==> config.mk <==
export PLATFORM = sky130hd
export DESIGN_NAME = if_id_reg_flat
export DESIGN_NICKNAME = d
export VERILOG_FILES = /design/src/rtl/if_id_reg_pkg.sv /design/src/rtl/if_id_reg_if.sv /design/src/rtl/if_id_reg_load_use_detect.sv /design/src/rtl/if_id_reg.sv /design/src/flat_wrapper.sv
export SDC_FILE = /design/constraint.sdc
export NUM_CORES = 1
export LEC_CHECK = 0
export BUFFER_PORTS_ARGS = -buffer_cell sky130_fd_sc_hd__buf_4
export CAP_MARGIN = 40
export CORE_UTILIZATION = 25
export CTS_CLUSTER_SIZE = 40
export DETAILED_ROUTE_END_ITERATION = 10
export GPL_TIMING_DRIVEN = 0
export PLACE_DENSITY = 0.54
export SETUP_SLACK_MARGIN = 0.3
export SLEW_MARGIN = 5
export SYNTH_ARGS = -nofsm -noshare
export SYNTH_HDL_FRONTEND = slang
export SYNTH_SLANG_ARGS = --single-unit
==> constraint.sdc <==
create_clock -name clk -period 2.4 [get_ports clk]
set_clock_uncertainty 0.05 [all_clocks]
set_input_delay 0.48 -clock clk [delete_from_list [all_inputs] [get_ports clk]]
set_output_delay 0.48 -clock clk [all_outputs]
set_load 0.1 [all_outputs]
==> src/rtl/if_id_reg_pkg.sv <==
// Shared definitions for the IF/ID pipeline register: NOP word, stall limit,
// register-field helpers and FSM state encoding.
package if_id_reg_pkg;

   localparam logic [31:0] NOP_INS_DEF  = 32'h0000_0000;
   localparam logic [3:0]  HOLD_MAX_DEF = 4'd15;

   typedef logic [4:0] reg_idx_t;
   typedef logic [1:0] state_t;

   localparam state_t ST_PRIME = 2'd0;
   localparam state_t ST_RUN   = 2'd1;
   localparam state_t ST_HOLD  = 2'd2;

   function automatic reg_idx_t rs_of(input logic [31:0] ins);
      return ins[25:21];
   endfunction

   function automatic reg_idx_t rt_of(input logic [31:0] ins);
      return ins[20:16];
   endfunction

endpackage

==> src/rtl/if_id_reg_if.sv <==
// Fetch/decode boundary signals of the IF/ID register; slave is the register,
// master is whoever drives fetch and observes decode.
interface if_id_reg_if;
   import if_id_reg_pkg::*;

   logic [31:0] if_ins;
   logic [31:0] if_npc;
   logic        if_pc_jump;
   logic        ex_mem_read;
   reg_idx_t    ex_rt;
   logic        stall_ext;
   logic [31:0] id_ins;
   logic [31:0] id_npc;
   logic        id_valid;
   logic        if_bubble;
   logic        ex_bubble;
   logic        hold_timeout;

   modport master (
      output if_ins, if_npc, if_pc_jump, ex_mem_read, ex_rt, stall_ext,
      input  id_ins, id_npc, id_valid, if_bubble, ex_bubble, hold_timeout
   );

   modport slave (
      input  if_ins, if_npc, if_pc_jump, ex_mem_read, ex_rt, stall_ext,
      output id_ins, id_npc, id_valid, if_bubble, ex_bubble, hold_timeout
   );

endinterface

==> src/rtl/if_id_reg_load_use_detect.sv <==
// Combinational load-use hazard compare: a load in EX writing a register that
// the instruction in ID reads. Also reused by the forwarding unit.
module load_use_detect
   import if_id_reg_pkg::*;
(
   input  logic        id_valid,
   input  logic        mem_read,
   input  reg_idx_t    ex_rt,
   input  logic [31:0] ins,
   output logic        hazard
);

   // $0 is hardwired to zero, so a load targeting it never creates a dependency
   assign hazard = id_valid & mem_read & (ex_rt != 5'd0) &
                   ((ex_rt == rs_of(ins)) | (ex_rt == rt_of(ins)));

endmodule

==> src/rtl/if_id_reg.sv <==
// IF/ID pipeline register with post-reset priming, load-use stall, redirect
// flush and a stall-duration watchdog.
//
// state | meaning
// PRIME | first edge after reset; fetch word is the pc=FFFF_FFFF artifact, drop it
// RUN   | normal capture of if_ins/if_npc each edge
// HOLD  | stalled; slot frozen until the stall condition clears
module if_id_reg
   import if_id_reg_pkg::*;
#(
   parameter logic [31:0] NOP_INS  = NOP_INS_DEF,
   parameter logic [3:0]  HOLD_MAX = HOLD_MAX_DEF
)(
   input logic        clk,
   input logic        rst,
   if_id_reg_if.slave bus
);

   state_t      state;
   logic [31:0] ins_q;
   logic [31:0] npc_q;
   logic        valid_q;
   logic [3:0]  hold_cnt;
   logic        hazard;
   logic        stall;
   logic        running;

   load_use_detect u_load_use_detect (
      .id_valid (valid_q),
      .mem_read (bus.ex_mem_read),
      .ex_rt    (bus.ex_rt),
      .ins      (ins_q),
      .hazard   (hazard)
   );

   assign running = (state != ST_PRIME);
   assign stall   = hazard | bus.stall_ext;

   assign bus.if_bubble    = running & stall;
   // EX already frozen by the external stall, so it must not also take a bubble
   assign bus.ex_bubble    = hazard & ~bus.stall_ext;
   assign bus.hold_timeout = running & stall & ~bus.if_pc_jump &
                             (hold_cnt == (HOLD_MAX - 4'd1));

   assign bus.id_ins   = valid_q ? ins_q : NOP_INS;
   assign bus.id_npc   = npc_q;
   assign bus.id_valid = valid_q;

   always_ff @(posedge clk or posedge rst) begin
      if (rst) begin
         state    <= ST_PRIME;
         ins_q    <= NOP_INS;
         npc_q    <= 32'h0;
         valid_q  <= 1'b0;
         hold_cnt <= 4'd0;
      end else if (bus.if_pc_jump) begin
         state    <= ST_RUN;
         ins_q    <= NOP_INS;
         valid_q  <= 1'b0;
         hold_cnt <= 4'd0;
      end else begin
         case (state)
            ST_PRIME: begin
               state   <= ST_RUN;
               ins_q   <= NOP_INS;
               valid_q <= 1'b0;
            end
            ST_RUN, ST_HOLD: begin
               if (stall) begin
                  state    <= ST_HOLD;
                  hold_cnt <= (hold_cnt == HOLD_MAX) ? hold_cnt : hold_cnt + 4'd1;
               end else begin
                  state    <= ST_RUN;
                  ins_q    <= bus.if_ins;
                  npc_q    <= bus.if_npc;
                  valid_q  <= 1'b1;
                  hold_cnt <= 4'd0;
               end
            end
            default: begin
               state    <= ST_RUN;
               ins_q    <= NOP_INS;
               valid_q  <= 1'b0;
               hold_cnt <= 4'd0;
            end
         endcase
      end
   end

endmodule
==> src/flat_wrapper.sv <==
// flat-port wrapper written by rule: the top's interface ports become plain ports
module if_id_reg_flat import if_id_reg_pkg::*;
#(
   parameter logic [31:0] NOP_INS  = NOP_INS_DEF,
   parameter logic [3:0]  HOLD_MAX = HOLD_MAX_DEF
)
  (clk, rst, bus_if_ins, bus_if_npc, bus_if_pc_jump, bus_ex_mem_read, bus_ex_rt, bus_stall_ext, bus_id_ins, bus_id_npc, bus_id_valid, bus_if_bubble, bus_ex_bubble, bus_hold_timeout);
  if_id_reg_if bus_i ();
  input logic clk;
  input logic rst;
  input wire logic [$bits(bus_i.if_ins)-1:0] bus_if_ins;
  input wire logic [$bits(bus_i.if_npc)-1:0] bus_if_npc;
  input wire logic [$bits(bus_i.if_pc_jump)-1:0] bus_if_pc_jump;
  input wire logic [$bits(bus_i.ex_mem_read)-1:0] bus_ex_mem_read;
  input wire logic [$bits(bus_i.ex_rt)-1:0] bus_ex_rt;
  input wire logic [$bits(bus_i.stall_ext)-1:0] bus_stall_ext;
  output wire logic [$bits(bus_i.id_ins)-1:0] bus_id_ins;
  output wire logic [$bits(bus_i.id_npc)-1:0] bus_id_npc;
  output wire logic [$bits(bus_i.id_valid)-1:0] bus_id_valid;
  output wire logic [$bits(bus_i.if_bubble)-1:0] bus_if_bubble;
  output wire logic [$bits(bus_i.ex_bubble)-1:0] bus_ex_bubble;
  output wire logic [$bits(bus_i.hold_timeout)-1:0] bus_hold_timeout;
  assign bus_i.if_ins = bus_if_ins;
  assign bus_i.if_npc = bus_if_npc;
  assign bus_i.if_pc_jump = bus_if_pc_jump;
  assign bus_i.ex_mem_read = bus_ex_mem_read;
  assign bus_i.ex_rt = bus_ex_rt;
  assign bus_i.stall_ext = bus_stall_ext;
  assign bus_id_ins = bus_i.id_ins;
  assign bus_id_npc = bus_i.id_npc;
  assign bus_id_valid = bus_i.id_valid;
  assign bus_if_bubble = bus_i.if_bubble;
  assign bus_ex_bubble = bus_i.ex_bubble;
  assign bus_hold_timeout = bus_i.hold_timeout;
  if_id_reg #(.NOP_INS(NOP_INS), .HOLD_MAX(HOLD_MAX)) u_core (.clk(clk), .rst(rst), .bus(bus_i));
endmodule
==> results_dict.tcl, run 1 <==
set metrics [dict create \
    status "finished clean" \
    grt_use_met3_pct 5.03 \
    tns_ns 0 \
    syn-instance-count 241 \
    drt-total-wl_um 9580 \
    tritoncts "done" \
    detailroute.via_count 2658 \
    most_crowded_layer_gr "met2" \
    setup-violations-final 0 \
    initial_core_util_pct 25.7 \
    unique_cell_type_count_in_the_yosys_netlist 33 \
    cts-buffers-inserted 9 \
    ys_warn_count 0 \
    cts.root.buffer_cell "sky130_fd_sc_hd__clkbuf_16" \
    max_freq_mhz 428 \
    area_growth_syn_to_layout_pct 77.3 \
    post_synth.cell_area_avg_um2 12.8 \
    floorplan.die_area_um2 12800 \
    vdd.ir_drop.worst_uv 663 \
    place_inst 553 \
    cts_buffer_depth 2 \
    timing_hold_violations_final 0 \
    finish.cell_count_without_fillers 597 \
    globalRouteMet2Util_pct 26.5 \
    min-delay-path-class "in -> async" \
    die_width_um 113 \
    worstPathMaxFanout 7 \
    grt_pass1_vias 2874 \
    grt_setup_unrepaired "true" \
    netlist_area_um2 3100 \
    floorplan.rows 40 \
    final_net_count 501 \
    critical_path_class "in -> reg" \
    portBuffers 141 \
    drv.max_cap_violation_count 0 \
    chipHeight_um 113 \
    global_route.usage.met1_pct 19.4 \
    globalRoute.totalOverflow 0 \
    synth-seq-cells 71 \
    gp_congestion 0.777 \
    worst_ep_arrival_time_ns 2.50 \
    dr.pass1.iters 4 \
    layout.cells.most_common "sky130_fd_sc_hd__buf_4" \
    core_area_um2 12100 \
    drive_above_1_share_pct 65.7 \
    synth_nets 318 \
    ioPinCount 142 \
    clkSinkCount 71 \
    cp.required_ns 2.57 \
    drt-vias-per-instance 4.45 \
    synth_sequential_area_ratio_pct 57.4 \
    antenna_violation_net_count_after_detailed_routing 0 \
    slew_limit_headroom_pct 60.6 \
    antenna_violations_before_repair 0 \
    post-layout-total-power_mw 4.93 \
    cts_htree_levels 3 \
    crit_path_start_kind "primary input" \
    grt_pass1_wl_um 15400 \
    detail_route.wl_per_cell_um 16.0 \
    slew_viol_final 0 \
    min_period_ns 2.34 \
    final.period_utilization_pct 97.4 \
    cp-end-kind "register" \
    insertedDiodeCount 0 \
    clock_latency_at_the_later_pin_of_the_worst_skew_pair_ns 0.33 \
    layout_common_cells "sky130_fd_sc_hd__buf_4 (139), sky130_fd_sc_hd__dfrtp_1 (70), sky130_fd_sc_hd__a22o_1 (32), sky130_fd_sc_hd__mux2_2 (30), sky130_fd_sc_hd__and2_2 (29)" \
    total_routing_usage_reported_by_global_routing_pct 15.7 \
    hpwl_um 6420 \
    drc_errors 0 \
    power-per-cell-area_nw_per_um2 897 \
    pin_count_of_the_biggest_net_entering_global_routing 26 \
    worst_setup_hold_path_clk_slew_ns 0.06 \
    leakage_nw 2.60 \
    drt_iter0_markers 71 \
    tightestPinTransition_ns 0.589 \
]
## power breakdown
part / total, mW / switching, mW / internal (mW)
sequential: 1.48 / 0.104 / 1.38
combinational: 2.07 / 1.46 / 0.603
clock: 1.38 / 0.543 / 0.839
## per-layer routing
metal	share of wire (%)	vias to the layer above
met2	50	87
met3	5.9	12
met1	43	1330
met5	0	-
li1	-	1229
met4	1.2	0
## flip-flops by register name, indices dropped and copies added (netlist names)
register and cells:
u_core.bus.id_npc 32, u_core.bus.id_valid 1, u_core.ins_q 32, u_core.hold_cnt 4, u_core.state 2
## per-stage QoR
step / hold WS [ns] / setup WS, ns / instance area (µm²) / utilization (%)
2_1_floorplan: 0.408 / 0.00155 / 3270 / -
3_3_place_gp: 0.426 / -0.647 / 4540 / 37.6
3_5_place_dp: 0.427 / -0.505 / 4580 / 38.0
4_1_cts: 0.173 / 0.0252 / 5430 / 45.0
5_1_grt: 0.193 / 0.0264 / 5490 / 45.5
6_report: 0.166 / 0.0636 / 5490 / 45.5
## worst paths after layout
path	slack (ns)	end	start	cells past startpoint
max in group asynchronous	1.60	u_core.bus.id_valid	rst	3
min reg2reg	0.44	u_core.ins_q[26]	u_core.ins_q[26]	1
min	0.17	u_core.bus.id_npc[27]	rst	2
max reg2reg	0.16	u_core.ins_q[16]	u_core.ins_q[16]	11
min in group clk	0.32	u_core.bus.id_npc[7]	bus_if_npc[7]	2
max	0.06	u_core.bus.id_npc[25]	bus_ex_rt[3]	9
## cell families (layout without fill, tap and decap cells)
logic type / Yosys count / in the layout / share of synthesized area (%)
adders and majority gates: 3 / 3 / 1.21
DFF: 71 / 71 / 57.4
muxes: 32 / 32 / 11.6
buffers and inverters: 20 / 208 / 3.27
and+or+nand+nor: 56 / 56 / 10.6
xor gates and xnor gates: 10 / 10 / 2.83
AOI/OAI and AO/OA: 49 / 49 / 13.1
## cells in the mapped netlist (all sizes together)
cell type | count | area share (%)
a21oi | 5 | 0.81
buf | 6 | 1.6
xnor2 | 10 | 2.8
mux2 | 32 | 12
clkbuf | 6 | 0.73
nand4b | 1 | 0.28
nand3 | 5 | 0.81
o22a | 1 | 0.28
o211ai | 1 | 0.24
ha | 3 | 1.2
dfrtp | 71 | 57
o211a | 1 | 0.32
nor3b | 1 | 0.24
o21ai | 2 | 0.32
o22ai | 2 | 0.40
and2 | 32 | 6.5
a211oi | 1 | 0.65
o32ai | 1 | 0.28
nand3b | 1 | 0.24
a31oi | 1 | 0.20
nor2b | 1 | 0.20
or4 | 1 | 0.24
o31ai | 1 | 0.24
a41oi | 1 | 0.28
nor2 | 2 | 0.24
nor3 | 4 | 0.65
a22o | 32 | 9.1
nand2 | 5 | 0.61
nand2b | 2 | 0.40
inv | 8 | 0.97
nand4 | 1 | 0.20
## final cells by class
cell class                 instances  area, µm²
clock inverter                     6       67.6
timing repair buffer             172       1610
tap                              168        210
sequential                        71       1780
multi-input combinational        150       1420
fill                            1139       6570
clock buffer                      10        239
buffer                            12        134
inverter                           8       33.8
## timing repair
item,CTS,global route
gates cloned,6,0
hold buffers,0,0
buffers inserted,19,3
gates resized for setup,50,11
pin swaps,16,17
setup endpoints to repair,98,76
## critical path, cell delays in order
cell	delay (ns)
sky130_fd_sc_hd__buf_8	0.10
sky130_fd_sc_hd__or4_4	0.53
sky130_fd_sc_hd__o211a_4	0.26
sky130_fd_sc_hd__buf_4	0.15
sky130_fd_sc_hd__a211oi_4	0.24
sky130_fd_sc_hd__buf_12	0.18
sky130_fd_sc_hd__buf_12	0.13
sky130_fd_sc_hd__buf_12	0.11
sky130_fd_sc_hd__mux2_2	0.32
Power figures use the tool's default switching activity.
==> run 2, diff against run 1 <==
--- a/config.mk
+++ b/config.mk
@@ -12,6 +12,7 @@
 export DETAILED_ROUTE_END_ITERATION = 10
 export GPL_TIMING_DRIVEN = 0
 export PLACE_DENSITY = 0.54
+export REMOVE_ABC_BUFFERS = 1
 export SETUP_SLACK_MARGIN = 0.3
 export SLEW_MARGIN = 5
 export SYNTH_ARGS = -nofsm -noshare
==> run 2 against run 1 <==
First-iteration DRC count rose by 39%. Sequential share of layout area rose by 0.62 points. Clock-buffer cell count rose by 1. Register-to-register slack got worse by 0.07 ns. Global-route usage fell by 1.2 points. Total power fell by 0.59%. Final area fell by 2.0%. Worst setup slack got worse by 0.032 ns. Routed wire length fell by 4.1%. Core utilization fell by 0.92 points. Maximum frequency fell by 1.4%. Highest routed layer unchanged.
==> results_dict.tcl, run 2 (same netlist as run 1, synthesis figures left out) <==
set metrics [dict create \
    max_freq_mhz 422 \
    grt_pass1_vias 2768 \
    sequentialPowerShare_pct 30.3 \
    hpwl_um 5920 \
    ioPinCount 142 \
    grt_pass1_wl_um 14300 \
    detailroute.via_count 2634 \
    worst_ep_arrival_time_ns 2.53 \
    core_area_um2 12100 \
    insertedDiodeCount 0 \
    globalRoute.totalOverflow 0 \
    cell_by_cell_trace_of_the_critical_path "buf_8, or4_4, o211a_4, a211oi_4, buf_4, buf_8, buf_12, buf_12, buf_12, mux2_4" \
    timing_hold_violations_final 0 \
    power-per-cell-area_nw_per_um2 911 \
    layout.cells.most_common "sky130_fd_sc_hd__buf_4" \
    cts_buffer_depth 2 \
    crit_path_top_delay_cell "sky130_fd_sc_hd__or4_4" \
    vdd.ir_drop.worst_uv 726 \
    floorplan.die_area_um2 12800 \
    cp_num_buf_inv 6 \
    tightestPinTransition_ns 0.357 \
    chipHeight_um 113 \
    slew_viol_final 0 \
    cts.root.buffer_cell "sky130_fd_sc_hd__clkbuf_16" \
    leakage_nw 2.61 \
    max_stage_delay_ns 0.54 \
    floorplan.rows 40 \
    area_growth_syn_to_layout_pct 73.7 \
    nFillCells 1110 \
    grt_setup_unrepaired "true" \
    cts-hold-fix-buffers 0 \
    cp.required_ns 2.56 \
    drc_errors 0 \
    tritoncts "done" \
    portBuffers 141 \
    cts-buffers-inserted 9 \
    slew_limit_headroom_pct 76.2 \
    cts_htree_levels 3 \
    final.period_utilization_pct 98.7 \
    min-delay-path-class "in -> async" \
    detail_route.wl_per_cell_um 15.6 \
    clkSinkCount 71 \
    drt-total-wl_um 9180 \
    hold_slack_ns 0.0831 \
    die_width_um 113 \
    critical_path_class "in -> reg" \
    worstPathMaxFanout 8 \
    min_period_ns 2.37 \
    net-switching-power_mw 2.08 \
    drt-vias-per-instance 4.46 \
    antenna_violation_net_count_after_detailed_routing 0 \
    clock_latency_at_the_later_pin_of_the_worst_skew_pair_ns 0.33 \
    drt_iter0_markers 99 \
    comb_power_share_pct 43.4 \
    pin_count_of_the_biggest_net_entering_global_routing 48 \
    drv.max_cap_violation_count 0 \
    post-place-ws_ns -0.713 \
    critical-path-top-delay-family "buffers and inverters" \
    status "finished clean" \
    total_routing_usage_reported_by_global_routing_pct 14.5 \
    dr.pass1.iters 4 \
    final_net_count 495 \
    gp_congestion 0.775 \
    setup-violations-final 0 \
    clock_power_share_pct 26.3 \
    layout_common_cells "sky130_fd_sc_hd__buf_4 (148), sky130_fd_sc_hd__dfrtp_1 (70), sky130_fd_sc_hd__mux2_4 (32), sky130_fd_sc_hd__a22o_1 (32), sky130_fd_sc_hd__and2_1 (32)" \
    drive_above_1_share_pct 57.6 \
    netSwitchingFraction_pct 42.4 \
    cp-end-kind "register" \
    antenna_violations_before_repair 0 \
    cp_common_cell "sky130_fd_sc_hd__buf_12" \
    worst_slack_ns 0.0312 \
    initial_core_util_pct 25.7 \
    power_report.internal_total_mw 2.82 \
    crit_path_start_kind "primary input" \
    worst_setup_hold_path_clk_slew_ns 0.06 \
    tns_ns 0 \
]
==> run 2: worst register-to-register path, stage by stage, from the launching register on <==
cell	delay, ns
sky130_fd_sc_hd__dfrtp_1	0.40
sky130_fd_sc_hd__xnor2_2	0.19
sky130_fd_sc_hd__nand3_2	0.14
sky130_fd_sc_hd__o22ai_4	0.24
sky130_fd_sc_hd__buf_6	0.15
sky130_fd_sc_hd__a211oi_4	0.06
sky130_fd_sc_hd__buf_4	0.15
sky130_fd_sc_hd__buf_8	0.12
sky130_fd_sc_hd__buf_12	0.12
sky130_fd_sc_hd__buf_12	0.12
sky130_fd_sc_hd__buf_12	0.14
sky130_fd_sc_hd__mux2_4	0.30
==> run 2: per-stage QoR <==
step	instance area (µm²)	total power [mW]	instances	util, %
2_1_floorplan	3030	2.90	229	-
3_3_place_gp	4290	3.34	538	35.6
3_5_place_dp	4460	3.39	546	36.9
4_1_cts	5200	4.89	585	43.1
5_1_grt	5380	5.08	590	44.6
6_report	5380	4.90	590	44.6
==> run 2: layout make-up <==
type                    count  area [µm²]  share of cell area (%)
repair buffers            178        1610                    29.9
clock buffers              11         233                    4.33
multi-input cells         150        1470                    27.3
clock inverters             4        47.5                   0.884
inverters                   8        32.5                   0.605
flip-flops and latches     71        1780                    33.0
well taps                 168         210                    3.91
==> run 2: what timing repair did <==
item,in CTS,in global routing
buffers inserted,23,4
gates resized for setup,55,28
setup endpoints to repair,82,67
pin swaps,25,20
gates cloned,1,1
==> run 2: path summary, 6_finish.rpt <==
check,startpoint,to,slack [ns],depth (start not counted)
max,bus_ex_rt[4],u_core.bus.id_npc[15],0.03,10
min,rst,u_core.bus.id_npc[28],0.08,2
max reg2reg,u_core.ins_q[16],u_core.bus.id_npc[15],0.09,11
min reg2reg,u_core.ins_q[27],u_core.ins_q[27],0.44,1
max in group asynchronous,rst,u_core.ins_q[15],1.67,3
min in group clk,bus_if_npc[29],u_core.bus.id_npc[29],0.33,2
==> run 2: metal layers <==
metal / GRT usage, % / up-vias / part of all wire [%]
met4: 5.53 / 0 / 1.7
li1: - / 1220 / -
met5: 0 / - / 0
met2: 22.8 / 100 / 48
met3: 5.57 / 14 / 7.6
met1: 18.0 / 1300 / 43
==> run 2: power by group through the flow <==
stage / logic [mW] / clock network [mW] / registers, mW
final: 2.12 / 1.29 / 1.48
after global routing: 2.19 / 1.38 / 1.51
after CTS: 2.06 / 1.35 / 1.48
after detailed placement: 1.90 / 0 / 1.50
after global placement: 1.84 / 0 / 1.50
after floorplan: 0.389 / 0 / 2.51
==> run 3, diff against run 2 <==
--- a/config.mk
+++ b/config.mk
@@ -7,11 +7,13 @@
 export LEC_CHECK = 0
 export BUFFER_PORTS_ARGS = -buffer_cell sky130_fd_sc_hd__buf_4
 export CAP_MARGIN = 40
+export CORE_MARGIN = 4
 export CORE_UTILIZATION = 25
 export CTS_CLUSTER_SIZE = 40
 export DETAILED_ROUTE_END_ITERATION = 10
 export GPL_TIMING_DRIVEN = 0
 export PLACE_DENSITY = 0.54
+export RECOVER_POWER = 25
 export REMOVE_ABC_BUFFERS = 1
 export SETUP_SLACK_MARGIN = 0.3
 export SLEW_MARGIN = 5
==> run 3 against run 2 <==
First-iteration DRC count shrank 6.1%. Die area grew 11%. Global-route usage shrank 1.3 points. Total power grew 0.45%. Clock power grew 4%. Sequential share of layout area grew 0.53 points. Routed wire length grew 2.1%. Maximum frequency grew 1.2%. Clock-buffer cell count grew 1. Register-to-register slack gained 0.18 ns. Final area shrank 1.6%. Critical path type unchanged. Highest routed layer unchanged.
==> results_dict.tcl, run 3 (same netlist as run 1, synthesis figures left out) <==
set metrics [dict create \
    total_routing_usage_reported_by_global_routing_pct 13.2 \
    finish.cell_count_without_fillers 582 \
    post-layout-total-power_mw 4.92 \
    gp_congestion 0.770 \
    nFillCells 1122 \
    tritoncts "done" \
    clkSinkCount 71 \
    power-per-cell-area_nw_per_um2 929 \
    final_net_count 487 \
    drv.max_cap_violation_count 0 \
    detailroute.via_count 2562 \
    insertedDiodeCount 0 \
    slew_viol_final 0 \
    worstPathMaxFanout 6 \
    setup-violations-final 0 \
    cp.required_ns 2.56 \
    pin_count_of_the_biggest_net_entering_global_routing 48 \
    initial_core_util_pct 25.7 \
    place_inst 545 \
    floorplan.die_area_um2 14200 \
    cts.root.buffer_cell "sky130_fd_sc_hd__clkbuf_16" \
    hpwl_um 6200 \
    crit_path_top_delay_cell "sky130_fd_sc_hd__or4_4" \
    tightestPinTransition_ns 1.17 \
    max_stage_delay_ns 0.54 \
    drive_above_1_share_pct 56.3 \
    cts_buffer_depth 2 \
    portBuffers 141 \
    hold_slack_ns 0.328 \
    slew_limit_headroom_pct 21.6 \
    drt_iter0_markers 93 \
    crit_path_start_kind "primary input" \
    area_growth_syn_to_layout_pct 71.0 \
    cell_by_cell_trace_of_the_critical_path "buf_6, or4_4, o211a_4, buf_6, a211oi_4, buf_12, buf_12, clkbuf_16, mux2_4" \
    core_area_um2 12100 \
    die_width_um 119 \
    timing_hold_violations_final 0 \
    worst_ep_arrival_time_ns 2.50 \
    drc_errors 0 \
    critical-path-top-delay-family "buffers and inverters" \
    grt_pass1_wl_um 15000 \
    post-place-ws_ns -0.452 \
    worst_setup_hold_path_clk_slew_ns 0.06 \
    chipHeight_um 119 \
    layout_common_cells "sky130_fd_sc_hd__buf_4 (144), sky130_fd_sc_hd__dfrtp_1 (70), sky130_fd_sc_hd__mux2_4 (32), sky130_fd_sc_hd__a22o_1 (32), sky130_fd_sc_hd__and2_1 (32)" \
    min-delay-path-class "in -> reg" \
    cp_num_buf_inv 5 \
    detail_route.wl_per_cell_um 16.1 \
    leakage_nw 2.56 \
    worst_slack_ns 0.0594 \
    cts_htree_levels 3 \
    ioPinCount 142 \
    cp-end-kind "register" \
    vdd.ir_drop.worst_uv 653 \
    final.period_utilization_pct 97.5 \
    clock_latency_at_the_later_pin_of_the_worst_skew_pair_ns 0.32 \
    antenna_violations_before_repair 0 \
    cts-hold-fix-buffers 0 \
    drt-vias-per-instance 4.40 \
    drt-total-wl_um 9370 \
    antenna_violation_net_count_after_detailed_routing 0 \
    layout.cells.most_common "sky130_fd_sc_hd__buf_4" \
    globalRoute.totalOverflow 0 \
    dr.pass1.iters 4 \
    status "finished clean" \
    cts-buffers-inserted 9 \
    min_period_ns 2.34 \
    floorplan.rows 40 \
    grt_setup_unrepaired "true" \
    grt_pass1_vias 2872 \
    critical_path_class "in -> reg" \
    max_freq_mhz 427 \
]
-- run 3: cell types whose count changed in the layout (fill, tap and decap cells not counted), sizes merged --
cell,change
buf,-10
clkbuf,+3
clkinv,-1
clkinvlp,+1
inv,-1
-- run 3: per-stage QoR --
| step | util, % | cell area [µm²] | TNS (ns) |
|---|---|---|---|
| final | 43.9 | 5300 | 0 |
| after global routing | 43.9 | 5300 | 0 |
| after CTS | 42.2 | 5090 | 0 |
| after detailed placement | 37.0 | 4470 | -11.70 |
| after global placement | 35.6 | 4290 | -241.06 |
| after floorplan | - | 3030 | -102.05 |
-- run 3: cell type report --
| class | count | area (µm²) | share of cell area [%] |
|---|---|---|---|
| sequential | 71 | 1780 | 33.6 |
| timing repair buffer | 170 | 1530 | 28.9 |
| multi-input combinational | 150 | 1450 | 27.3 |
| clock buffer | 12 | 256 | 4.84 |
| tap | 168 | 210 | 3.97 |
| clock inverter | 3 | 42.5 | 0.803 |
| inverter | 8 | 31.3 | 0.591 |
-- run 3: power breakdown --
| group | switching (mW) | internal, mW |
|---|---|---|
| Sequential | 0.112 | 1.38 |
| Clock | 0.483 | 0.854 |
| Combinational | 1.46 | 0.632 |
| Total | 2.06 | 2.86 |
-- run 3: metal layers --
metal	global-route usage, %	vias up	wire (µm)
met5	0	-	0
met4	3.87	0	142
met3	5.03	11	702
met2	21.5	87	4500
met1	16.3	1263	4030
li1	-	1201	-
-- run 3: timing repair --
item,CTS,global route
setup endpoints to repair,87,84
gates cloned,1,1
resized for setup,46,29
setup buffers,14,6
pin swaps,16,19
-- run 3: final timing paths --
kind / slack [ns] / endpoint / depth (start not counted) / startpoint
max: 0.06 / u_core.bus.id_npc[9] / 9 / bus_ex_rt[1]
min: 0.33 / u_core.ins_q[6] / 2 / bus_if_ins[6]
max reg2reg: 0.27 / u_core.ins_q[11] / 10 / u_core.ins_q[17]
min reg2reg: 0.44 / u_core.ins_q[28] / 1 / u_core.ins_q[28]
max in group asynchronous: 1.21 / u_core.bus.id_valid / 3 / rst
min in group asynchronous: 0.35 / u_core.bus.id_npc[29] / 2 / rst
